===== src/rtl/instr_load_ctrl_pkg.sv =====
// ----------------------------------------------------------------------------
// instr_load_pkg
// Shared types and constants for the instruction-memory load controller.
//   state_t         : controller FSM states (CHECK only reachable when the
//                     CHECKSUM_EN macro is defined)
//   BYTE_WIDTH      : bits per streamed byte
//   BYTES_PER_WORD  : bytes packed into one instruction
//   WORD_ADDR_SHIFT : word index -> byte address shift
// ----------------------------------------------------------------------------
package instr_load_pkg;

    localparam int BYTE_WIDTH      = 8;
    localparam int BYTES_PER_WORD  = 4;
    localparam int WORD_ADDR_SHIFT = 2;

    typedef enum logic [2:0] {
        IDLE  = 3'd0,
        LOAD  = 3'd1,
        WRITE = 3'd2,
        DONE  = 3'd3,
        CHECK = 3'd4
    } state_t;

endpackage


===== src/rtl/instr_load_ctrl_packer.sv =====
// ----------------------------------------------------------------------------
// byte_word_packer
// Packs a little-endian byte stream into INSTR_WIDTH-bit words.
// Ports:
//   clk_i, rst_i   : clock, async active-high reset
//   clr_i          : restart at byte 0 (start of a new load)
//   xfer_i         : a byte is transferred this cycle
//   byte_i         : byte payload
//   word_o         : assembled word; the lane of the current byte index is
//                    taken straight from byte_i so the word is complete in
//                    the same cycle as its last byte
//   word_done_o    : last byte of a word is transferred this cycle
// ----------------------------------------------------------------------------
module byte_word_packer
    import instr_load_pkg::*;
#(
    parameter int INSTR_WIDTH = 32
) (
    input  logic                   clk_i,
    input  logic                   rst_i,
    input  logic                   clr_i,
    input  logic                   xfer_i,
    input  logic [BYTE_WIDTH-1:0]  byte_i,
    output logic [INSTR_WIDTH-1:0] word_o,
    output logic                   word_done_o
);

    localparam logic [1:0] LAST_IDX = 2'(BYTES_PER_WORD - 1);

    logic [1:0]             byte_idx_q, byte_idx_d;
    logic [INSTR_WIDTH-1:0] asm_q, asm_d;

    always_comb begin
        byte_idx_d = byte_idx_q;
        asm_d      = asm_q;
        if (clr_i) begin
            byte_idx_d = '0;
        end else if (xfer_i) begin
            // 2-bit index wraps 3 -> 0 on its own
            byte_idx_d = byte_idx_q + 2'd1;
            asm_d[byte_idx_q*BYTE_WIDTH +: BYTE_WIDTH] = byte_i;
        end
    end

    always_comb begin
        word_o = asm_q;
        word_o[byte_idx_q*BYTE_WIDTH +: BYTE_WIDTH] = byte_i;
    end

    assign word_done_o = xfer_i && (byte_idx_q == LAST_IDX);

    always_ff @(posedge clk_i or posedge rst_i) begin
        if (rst_i) begin
            byte_idx_q <= '0;
            asm_q      <= '0;
        end else begin
            byte_idx_q <= byte_idx_d;
            asm_q      <= asm_d;
        end
    end

endmodule


===== src/rtl/instr_load_ctrl.sv =====
// ----------------------------------------------------------------------------
// instr_load_ctrl
// Boot/reload controller for the MIPS instruction memory. Receives bytes over
// a valid/ready handshake, packs them little-endian into instructions, writes
// them to consecutive word addresses while holding the CPU stalled, then
// pulses PcReset so execution restarts at address 0.
// Optional feature: define CHECKSUM_EN to require a trailing checksum byte
// (8-bit sum of all data bytes plus checksum must be 0 mod 256).
// Ports:
//   CLK, RST             : clock, async active-high reset
//   LoadStart            : begin a load (IDLE only), LoadWordCount sampled
//   ByteValid/ByteData   : byte source
//   ByteReady            : byte accepted this cycle when ByteValid
//   MemWriteEn/Address/Data : instruction-memory write port
//   CpuStall, PcReset    : CPU control
//   Busy, LoadError      : status (LoadError is sticky until a legal start)
// ----------------------------------------------------------------------------
module instr_load_ctrl
    import instr_load_pkg::*;
#(
    parameter int INSTR_WIDTH   = 32,
    parameter int ADDRESS_WIDTH = 32,
    parameter int MEM_DEPTH     = 100,
    parameter int COUNT_WIDTH   = 7
) (
    input  logic                     CLK,
    input  logic                     RST,
    input  logic                     LoadStart,
    input  logic [COUNT_WIDTH-1:0]   LoadWordCount,
    input  logic                     ByteValid,
    input  logic [BYTE_WIDTH-1:0]    ByteData,
    output logic                     ByteReady,
    output logic                     MemWriteEn,
    output logic [ADDRESS_WIDTH-1:0] MemWriteAddress,
    output logic [INSTR_WIDTH-1:0]   MemWriteData,
    output logic                     CpuStall,
    output logic                     PcReset,
    output logic                     Busy,
    output logic                     LoadError
);

    state_t                   state_q, state_d;
    logic [COUNT_WIDTH-1:0]   count_q, count_d;
    logic [COUNT_WIDTH-1:0]   word_idx_q, word_idx_d;
    logic                     err_q, err_d;
    logic [INSTR_WIDTH-1:0]   data_q, data_d;
    logic [ADDRESS_WIDTH-1:0] addr_q, addr_d;

    logic                   xfer;
    logic                   pk_clr;
    logic                   pk_done;
    logic [INSTR_WIDTH-1:0] pk_word;
    logic                   count_bad;
    logic                   last_word;
    state_t                 after_last;

    assign xfer      = ByteValid && ByteReady;
    assign count_bad = (LoadWordCount == '0) ||
                       (LoadWordCount > COUNT_WIDTH'(MEM_DEPTH));
    assign last_word = (word_idx_q == count_q - COUNT_WIDTH'(1));

`ifdef CHECKSUM_EN
    logic [BYTE_WIDTH-1:0] sum_q, sum_d;
    logic [BYTE_WIDTH-1:0] cks_total;

    assign cks_total  = sum_q + ByteData;
    assign after_last = CHECK;

    always_comb begin
        sum_d = sum_q;
        if (state_q == IDLE && LoadStart && !count_bad) begin
            sum_d = '0;
        end else if (state_q == LOAD && xfer) begin
            sum_d = sum_q + ByteData;
        end
    end

    always_ff @(posedge CLK or posedge RST) begin
        if (RST) sum_q <= '0;
        else     sum_q <= sum_d;
    end
`else
    assign after_last = DONE;
`endif

    byte_word_packer #(
        .INSTR_WIDTH(INSTR_WIDTH)
    ) u_packer (
        .clk_i      (CLK),
        .rst_i      (RST),
        .clr_i      (pk_clr),
        .xfer_i     (xfer && state_q == LOAD),
        .byte_i     (ByteData),
        .word_o     (pk_word),
        .word_done_o(pk_done)
    );

    always_comb begin
        state_d    = state_q;
        count_d    = count_q;
        word_idx_d = word_idx_q;
        err_d      = err_q;
        data_d     = data_q;
        addr_d     = addr_q;
        pk_clr     = 1'b0;
        ByteReady  = 1'b0;
        MemWriteEn = 1'b0;
        PcReset    = 1'b0;

        case (state_q)
            IDLE: begin
                if (LoadStart) begin
                    if (count_bad) begin
                        err_d = 1'b1;
                    end else begin
                        err_d      = 1'b0;
                        count_d    = LoadWordCount;
                        word_idx_d = '0;
                        pk_clr     = 1'b1;
                        state_d    = LOAD;
                    end
                end
            end
            LOAD: begin
                ByteReady = 1'b1;
                if (pk_done) begin
                    // Capture data and address together so both hold
                    // steadily through WRITE and afterwards.
                    data_d  = pk_word;
                    addr_d  = ADDRESS_WIDTH'(word_idx_q) << WORD_ADDR_SHIFT;
                    state_d = WRITE;
                end
            end
            WRITE: begin
                MemWriteEn = 1'b1;
                if (last_word) begin
                    state_d = after_last;
                end else begin
                    word_idx_d = word_idx_q + COUNT_WIDTH'(1);
                    state_d    = LOAD;
                end
            end
            DONE: begin
                PcReset = 1'b1;
                state_d = IDLE;
            end
`ifdef CHECKSUM_EN
            CHECK: begin
                ByteReady = 1'b1;
                if (ByteValid) begin
                    if (cks_total == '0) begin
                        state_d = DONE;
                    end else begin
                        // Bad image: leave the CPU stalled via LoadError.
                        err_d   = 1'b1;
                        state_d = IDLE;
                    end
                end
            end
`endif
            default: state_d = IDLE;
        endcase
    end

    assign MemWriteAddress = addr_q;
    assign MemWriteData    = data_q;
    assign Busy            = (state_q != IDLE);
    assign CpuStall        = (state_q != IDLE) || err_q;
    assign LoadError       = err_q;

    always_ff @(posedge CLK or posedge RST) begin
        if (RST) begin
            state_q    <= IDLE;
            count_q    <= '0;
            word_idx_q <= '0;
            err_q      <= 1'b0;
            data_q     <= '0;
            addr_q     <= '0;
        end else begin
            state_q    <= state_d;
            count_q    <= count_d;
            word_idx_q <= word_idx_d;
            err_q      <= err_d;
            data_q     <= data_d;
            addr_q     <= addr_d;
        end
    end

endmodule


===== config.mk =====
export PLATFORM = sky130hd
export DESIGN_NAME = instr_load_ctrl
export DESIGN_NICKNAME = d
export VERILOG_FILES = /design/src/rtl/instr_load_ctrl_pkg.sv /design/src/rtl/instr_load_ctrl_packer.sv /design/src/rtl/instr_load_ctrl.sv
export SDC_FILE = /design/constraint.sdc
export NUM_CORES = 1
export LEC_CHECK = 0
export CAP_MARGIN = 10
export CORE_MARGIN = 5
export CORE_UTILIZATION = 39
export DETAILED_ROUTE_END_ITERATION = 8
export GPL_ROUTABILITY_DRIVEN = 1
export PLACE_DENSITY_LB_ADDON = 0.08
export SKIP_LAST_GASP = 1
export SLEW_MARGIN = 5
export SYNTH_ARGS = -nofsm -noshare
export SYNTH_HDL_FRONTEND = slang
export SYNTH_HIERARCHICAL = 1
export SYNTH_SLANG_ARGS = --single-unit

===== constraint.sdc =====
create_clock -name CLK -period 4.8 [get_ports CLK]
set_input_delay 0.96 -clock CLK [delete_from_list [all_inputs] [get_ports CLK]]
set_output_delay 0.96 -clock CLK [all_outputs]
set_load 0.02 [all_outputs]

==> results of run 1 <==
power by group:
group | internal (mW) | switching [mW]
registers | 1.03 | 0.184
logic | 0.688 | 0.730
clock network | 0.424 | 0.271
total | 2.15 | 1.19
cells by family (layout without fill, tap and decap cells):
kind of cell             after synthesis  count (layout)  share of synthesized area
XOR/XNOR                              10              10                     0.0207
AND/OR/NAND/NOR                       58              58                     0.0872
other                                  1              25                   0.000817
adder cells (fa/ha/maj)                7               7                     0.0191
AO/OA/AOI/OAI                         97              97                      0.183
multiplexers                          45              45                      0.110
buffers and inverters                 57              94                     0.0886
flip-flops                            90              90                      0.491
layout by cell type (no fill, tap or decap), types with 3 or more instances in the layout:
master           synthesis  routed
buf_4                   25       4
nor2b_1                  9       8
a32o_1                  32      32
mux2_2                  44      44
and3_1                   5       5
clkbuf_16                0       9
o21ai_0                  9       9
o32a_1                   4       4
dfrtp_1                 90      90
a22o_1                  32      32
a31oi_1                  7       7
and4bb_1                 3       3
ha_1                     7       7
conb_1                   1      25
inv_1                   11      10
xnor2_1                  6       6
nor2_1                   6       6
nand3b_1                 4       4
clkdlybuf4s50_1          0      63
nand2_1                 10      10
xor2_1                   3       3
final timing paths:
check	startpoint	end	slack [ps]	depth (start not counted)
worst max-delay path	LoadWordCount[1]	u_packer/asm_q[16]$_DFFE_PP0P_	1770	7
worst min-delay path	u_packer/asm_q[5]$_DFFE_PP0P_	u_packer/asm_q[5]$_DFFE_PP0P_	490	1
worst max register to register	state_q[1]$_DFFE_PP0P_	MemWriteAddress[3]$_DFFE_PP0P_	2200	6
worst min register to register	u_packer/asm_q[5]$_DFFE_PP0P_	u_packer/asm_q[5]$_DFFE_PP0P_	490	1
max in group asynchronous	RST	MemWriteData[31]$_DFFE_PP0P_	2990	3
min in group asynchronous	RST	MemWriteData[3]$_DFFE_PP0P_	970	2
per-layer routing:
metal	track usage	up-vias	routed length (µm)
li1	-	1443	-
met1	0.219	1573	4680
met2	0.211	96	4610
met3	0.0287	10	590
met4	0.0539	0	146
met5	0	-	0
sequential cells by signal, indices dropped and copies added (netlist names):
register             cells
MemWriteAddress          7
state_q                  2
LoadError                1
u_packer/asm_q          32
u_packer/byte_idx_q      2
MemWriteData            32
word_idx_q               7
count_q                  7
area by class of cell:
class,instances,area [µm²]
Fill cell,1083,5980
Sequential cell,90,2250
Multi-Input combinational cell,242,2030
Timing Repair Buffer,68,681
Clock buffer,11,253
Tap cell,143,179
Inverter,12,50.0
Clock inverter,3,40.0
per-stage QoR:
| step | worst slack, ps | utilization | area, µm² | hold slack (ps) |
|---|---|---|---|---|
| global route | 1670 | 0.478 | 5480 | 502 |
| finish | 1770 | 0.478 | 5480 | 492 |
| CTS | 1760 | 0.478 | 5480 | 495 |
| floorplan | 2220 | - | 4680 | 466 |
| detailed placement | 1410 | 0.453 | 5190 | 481 |
| global placement | 1440 | 0.453 | 5190 | 474 |
==> impl_metrics.env, run 1 <==
export IMPL_num_io_pins=89
export IMPL_antenna_found_initial=0
export IMPL_synth_area_leaders="dfrtp_1 49%, mux2_2 11%, a32o_1 7.0%"
export IMPL_skew_ps=5.13
export IMPL_maxCapViolCount=0
export IMPL_core_area_mm2=0.0115
export IMPL_ctsResizeCount=0
export IMPL_insertion_delay_ps=330
export IMPL_status="completed"
export IMPL_cp_slowest_cell="or4_1"
export IMPL_first_global_vias=3122
export IMPL_die_h_um=118
export IMPL_cts_hold_buf=0
export IMPL_setup_viol=0
export IMPL_drc_errors=0
export IMPL_arrival_ps=3300
export IMPL_ys_types=53
export IMPL_syn_instance_count=365
export IMPL_netlist_top_cell_by_area="dfrtp_1"
export IMPL_p_per_area_mw_per_mm2=608
export IMPL_synth_seq_area_share=0.491
export IMPL_htree_levels=3
export IMPL_vias=3122
export IMPL_drt_iter0_markers=155
export IMPL_num_rows=39
export IMPL_setup_tns_ps=0
export IMPL_diodes=0
export IMPL_p_leak_nw=2.51
export IMPL_hold_viol=0
export IMPL_max_freq_ghz=0.330
export IMPL_ys_warn_count=6
export IMPL_cp_data_required_time_ps=5070
export IMPL_synth_area_mm2=0.00459
export IMPL_vdd_ir_drop_max_mv=0.264
export IMPL_cts_root_buf="clkbuf_16"
export IMPL_rsz0062_at_grt="false"
export IMPL_dr_pass1_iters=5
export IMPL_nets=449
export IMPL_crit_path_start_kind="primary input"
export IMPL_crit_family="simple AND/OR/NAND/NOR gates"
export IMPL_syn_to_final_growth_pct=19.5
export IMPL_critPathMaxStageDelay_ps=540
export IMPL_clockBufferDepth=2
export IMPL_hpwl_um=7160
export IMPL_synth_seq_cells=90
export IMPL_start_util=0.400
export IMPL_grt_max_degree=37
export IMPL_wl_per_cell_um=17.6
export IMPL_cp_max_fo=21
export IMPL_routed_wirelength_um=10000
export IMPL_via_per_inst=5.49
export IMPL_grt_first_pass_wirelength_um=16700
export IMPL_die_area_mm2=0.0140
export IMPL_yosysTopAreaCellShare=0.491
export IMPL_clock_sinks=90
export IMPL_finalCritPeriodShare=0.631
export IMPL_synth_enable_flop_cells=0
export IMPL_fin_total_pwr_mw=3.33
export IMPL_place_congestion=0.819
export IMPL_avgSynthCellArea_um2=12.6
export IMPL_layoutNonFillerInstCount=569
export IMPL_crit_buf_inv=2
export IMPL_critPathKind="in2reg"
export IMPL_tritoncts="built"
export IMPL_die_x_um=118
export IMPL_synth_most_common_cell="dfrtp_1"
export IMPL_layout_min_cycle_time_ps=3030
export IMPL_endpoint_kind="flop"
export IMPL_grt_overflow=0
export IMPL_cts_setup_buffers=0
export IMPL_crit_chain="clkdlybuf4s50_1, or4_1, nor4_2, nor3_2, nor2b_2, buf_4, a32o_1"
export IMPL_slew_limit_headroom=0.448
export IMPL_synthArstFlopShare=1.00
export IMPL_slew_violations=0
export IMPL_ant_nets=0
export IMPL_hp_class="reg2reg"
export IMPL_clk_pin_slew_ps=60
export IMPL_synth_ff_type="dfrtp_1"
export IMPL_drive_above_1_share=0.195
export IMPL_tightest_slew_ps=826
export IMPL_dp_cells=555
export IMPL_numCtsBuffers=9
export IMPL_synth_commonest_cells="90 x dfrtp_1, 44 x mux2_2, 32 x a22o_1, 32 x a32o_1, 25 x buf_4"
export IMPL_io_buffers=63
export IMPL_gr_usage_all_layers=0.146
No activity file was read; power rests on OpenSTA's default activity.
==> inputs of run 2 (changes only) <==
- clock period: 4.8 -> 2.5 ns (I/O delays scaled with it)
==> impl_metrics.env, run 2 (same netlist as run 1, synthesis figures left out) <==
export IMPL_vdd_ir_drop_max_mv=0.600
export IMPL_num_rows=39
export IMPL_critPathMaxStageDelay_ps=540
export IMPL_p_per_area_mw_per_mm2=1170
export IMPL_mostFrequentLayoutCell="dfrtp_1"
export IMPL_cts_root_buf="clkbuf_16"
export IMPL_fin_area_mm2=0.00560
export IMPL_final_cell_mix="90 x dfrtp_1, 63 x clkdlybuf4s50_1, 44 x mux2_2, 32 x a22o_1, 32 x a32o_1"
export IMPL_max_freq_ghz=0.433
export IMPL_cts_hold_buf=0
export IMPL_grt_use_met1=0.224
export IMPL_cp_max_fo=7
export IMPL_insertion_delay_ps=330
export IMPL_grt_overflow=0
export IMPL_dpl_worst_slack_ps=-156
export IMPL_htree_levels=3
export IMPL_clk_pin_slew_ps=60
export IMPL_drive_above_1_share=0.215
export IMPL_use_met3=0.0358
export IMPL_io_buffers=63
export IMPL_slew_violations=0
export IMPL_diodes=0
export IMPL_drc_errors=0
export IMPL_gr_usage_all_layers=0.150
export IMPL_wl_per_cell_um=17.4
export IMPL_clockBufferDepth=2
export IMPL_dr_pass1_iters=4
export IMPL_whs_ps=490
export IMPL_endpoint_kind="primary output"
export IMPL_cp_data_required_time_ps=2000
export IMPL_crit_path_start_kind="flop"
export IMPL_grt_first_pass_wirelength_um=17000
export IMPL_cts_setup_buffers=0
export IMPL_start_util=0.400
export IMPL_vias=3131
export IMPL_maxCapViolCount=0
export IMPL_grt_max_degree=35
export IMPL_crit_chain="or3_2, clkdlybuf4s50_1"
export IMPL_rsz0062_at_grt="false"
export IMPL_ctsResizeCount=0
export IMPL_dpl_cell_area_mm2=0.00529
export IMPL_skew_ps=4.90
export IMPL_grt_busiest_layer="met1"
export IMPL_status="completed"
export IMPL_tritoncts="built"
export IMPL_drt_iter0_markers=141
export IMPL_place_congestion=0.801
export IMPL_slew_limit_headroom=0.611
export IMPL_setup_viol=0
export IMPL_first_global_vias=3132
export IMPL_numCtsBuffers=9
export IMPL_arrival_ps=1810
export IMPL_nets=461
export IMPL_ant_nets=0
export IMPL_setup_slack_ps=192
export IMPL_hpwl_um=7210
export IMPL_cp_slowest_cell="clkdlybuf4s50_1"
export IMPL_core_area_mm2=0.0115
export IMPL_setup_tns_ps=0
export IMPL_hold_viol=0
export IMPL_hp_class="reg2reg"
export IMPL_via_per_inst=5.39
export IMPL_clock_sinks=90
export IMPL_die_area_mm2=0.0140
export IMPL_die_h_um=118
export IMPL_finalCritPeriodShare=0.923
export IMPL_antenna_found_initial=0
export IMPL_num_io_pins=89
export IMPL_final_util=0.488
export IMPL_layout_min_cycle_time_ps=2310
export IMPL_critPathKind="reg2out"
export IMPL_tightest_slew_ps=583
export IMPL_routed_wirelength_um=10100
export IMPL_syn_to_final_growth_pct=22.0
export IMPL_grtUsageMet2=0.213
export IMPL_p_leak_nw=2.57
export IMPL_die_x_um=118
run 2: cell count changes in the layout (fill, tap and decap cells not counted), sizes merged:
cell and delta:
clkinv -1, bufinv +1, buf +12
run 2: metrics by stage:
stage / total power [mW] / instances
3_5_place_dp: 5.18 / 567
2_1_floorplan: 4.21 / 389
3_3_place_gp: 5.12 / 567
5_1_grt: 7.00 / 581
4_1_cts: 6.63 / 581
6_report: 6.54 / 581
run 2: worst max-delay path: cells and delay by family, from the launching register on:
| family | cells | cell delay (ps) |
|---|---|---|
| buffers and inverters | 1 | 540 |
| and+or+nand+nor | 1 | 470 |
| DFF | 1 | 460 |
run 2: final timing paths:
kind	start	endpoint	slack, ps	cells past startpoint
max reg2reg	count_q[0]$_DFFE_PP0P_	word_idx_q[3]$_DFFE_PP0P_	260	7
min	u_packer/asm_q[24]$_DFFE_PP0P_	u_packer/asm_q[24]$_DFFE_PP0P_	490	1
max	state_q[1]$_DFFE_PP0P_	CpuStall	190	2
min reg2reg	u_packer/asm_q[24]$_DFFE_PP0P_	u_packer/asm_q[24]$_DFFE_PP0P_	490	1
max in group asynchronous	RST	u_packer/asm_q[23]$_DFFE_PP0P_	1560	3
min in group asynchronous	RST	MemWriteData[2]$_DFFE_PP0P_	560	3
run 2: power by group:
group	internal (mW)	switching, mW
combinational	1.37	1.41
sequential	1.99	0.357
clock	0.890	0.527
total	4.25	2.29
run 2: final cells by class:
cell class	instances	area, µm²
clock buffers	11	243
clock inverters	3	65.1
fillers	1061	5870
inverters	12	50.0
multi-input cells	242	2030
flip-flops and latches	90	2250
well taps	143	179
repair buffers	80	783
run 2: metal layers:
metal / vias to the layer above / wire (µm)
met2: 106 / 4500
met3: 9 / 675
met1: 1549 / 4840
met5: - / 0
met4: 0 / 119
li1: 1467 / -
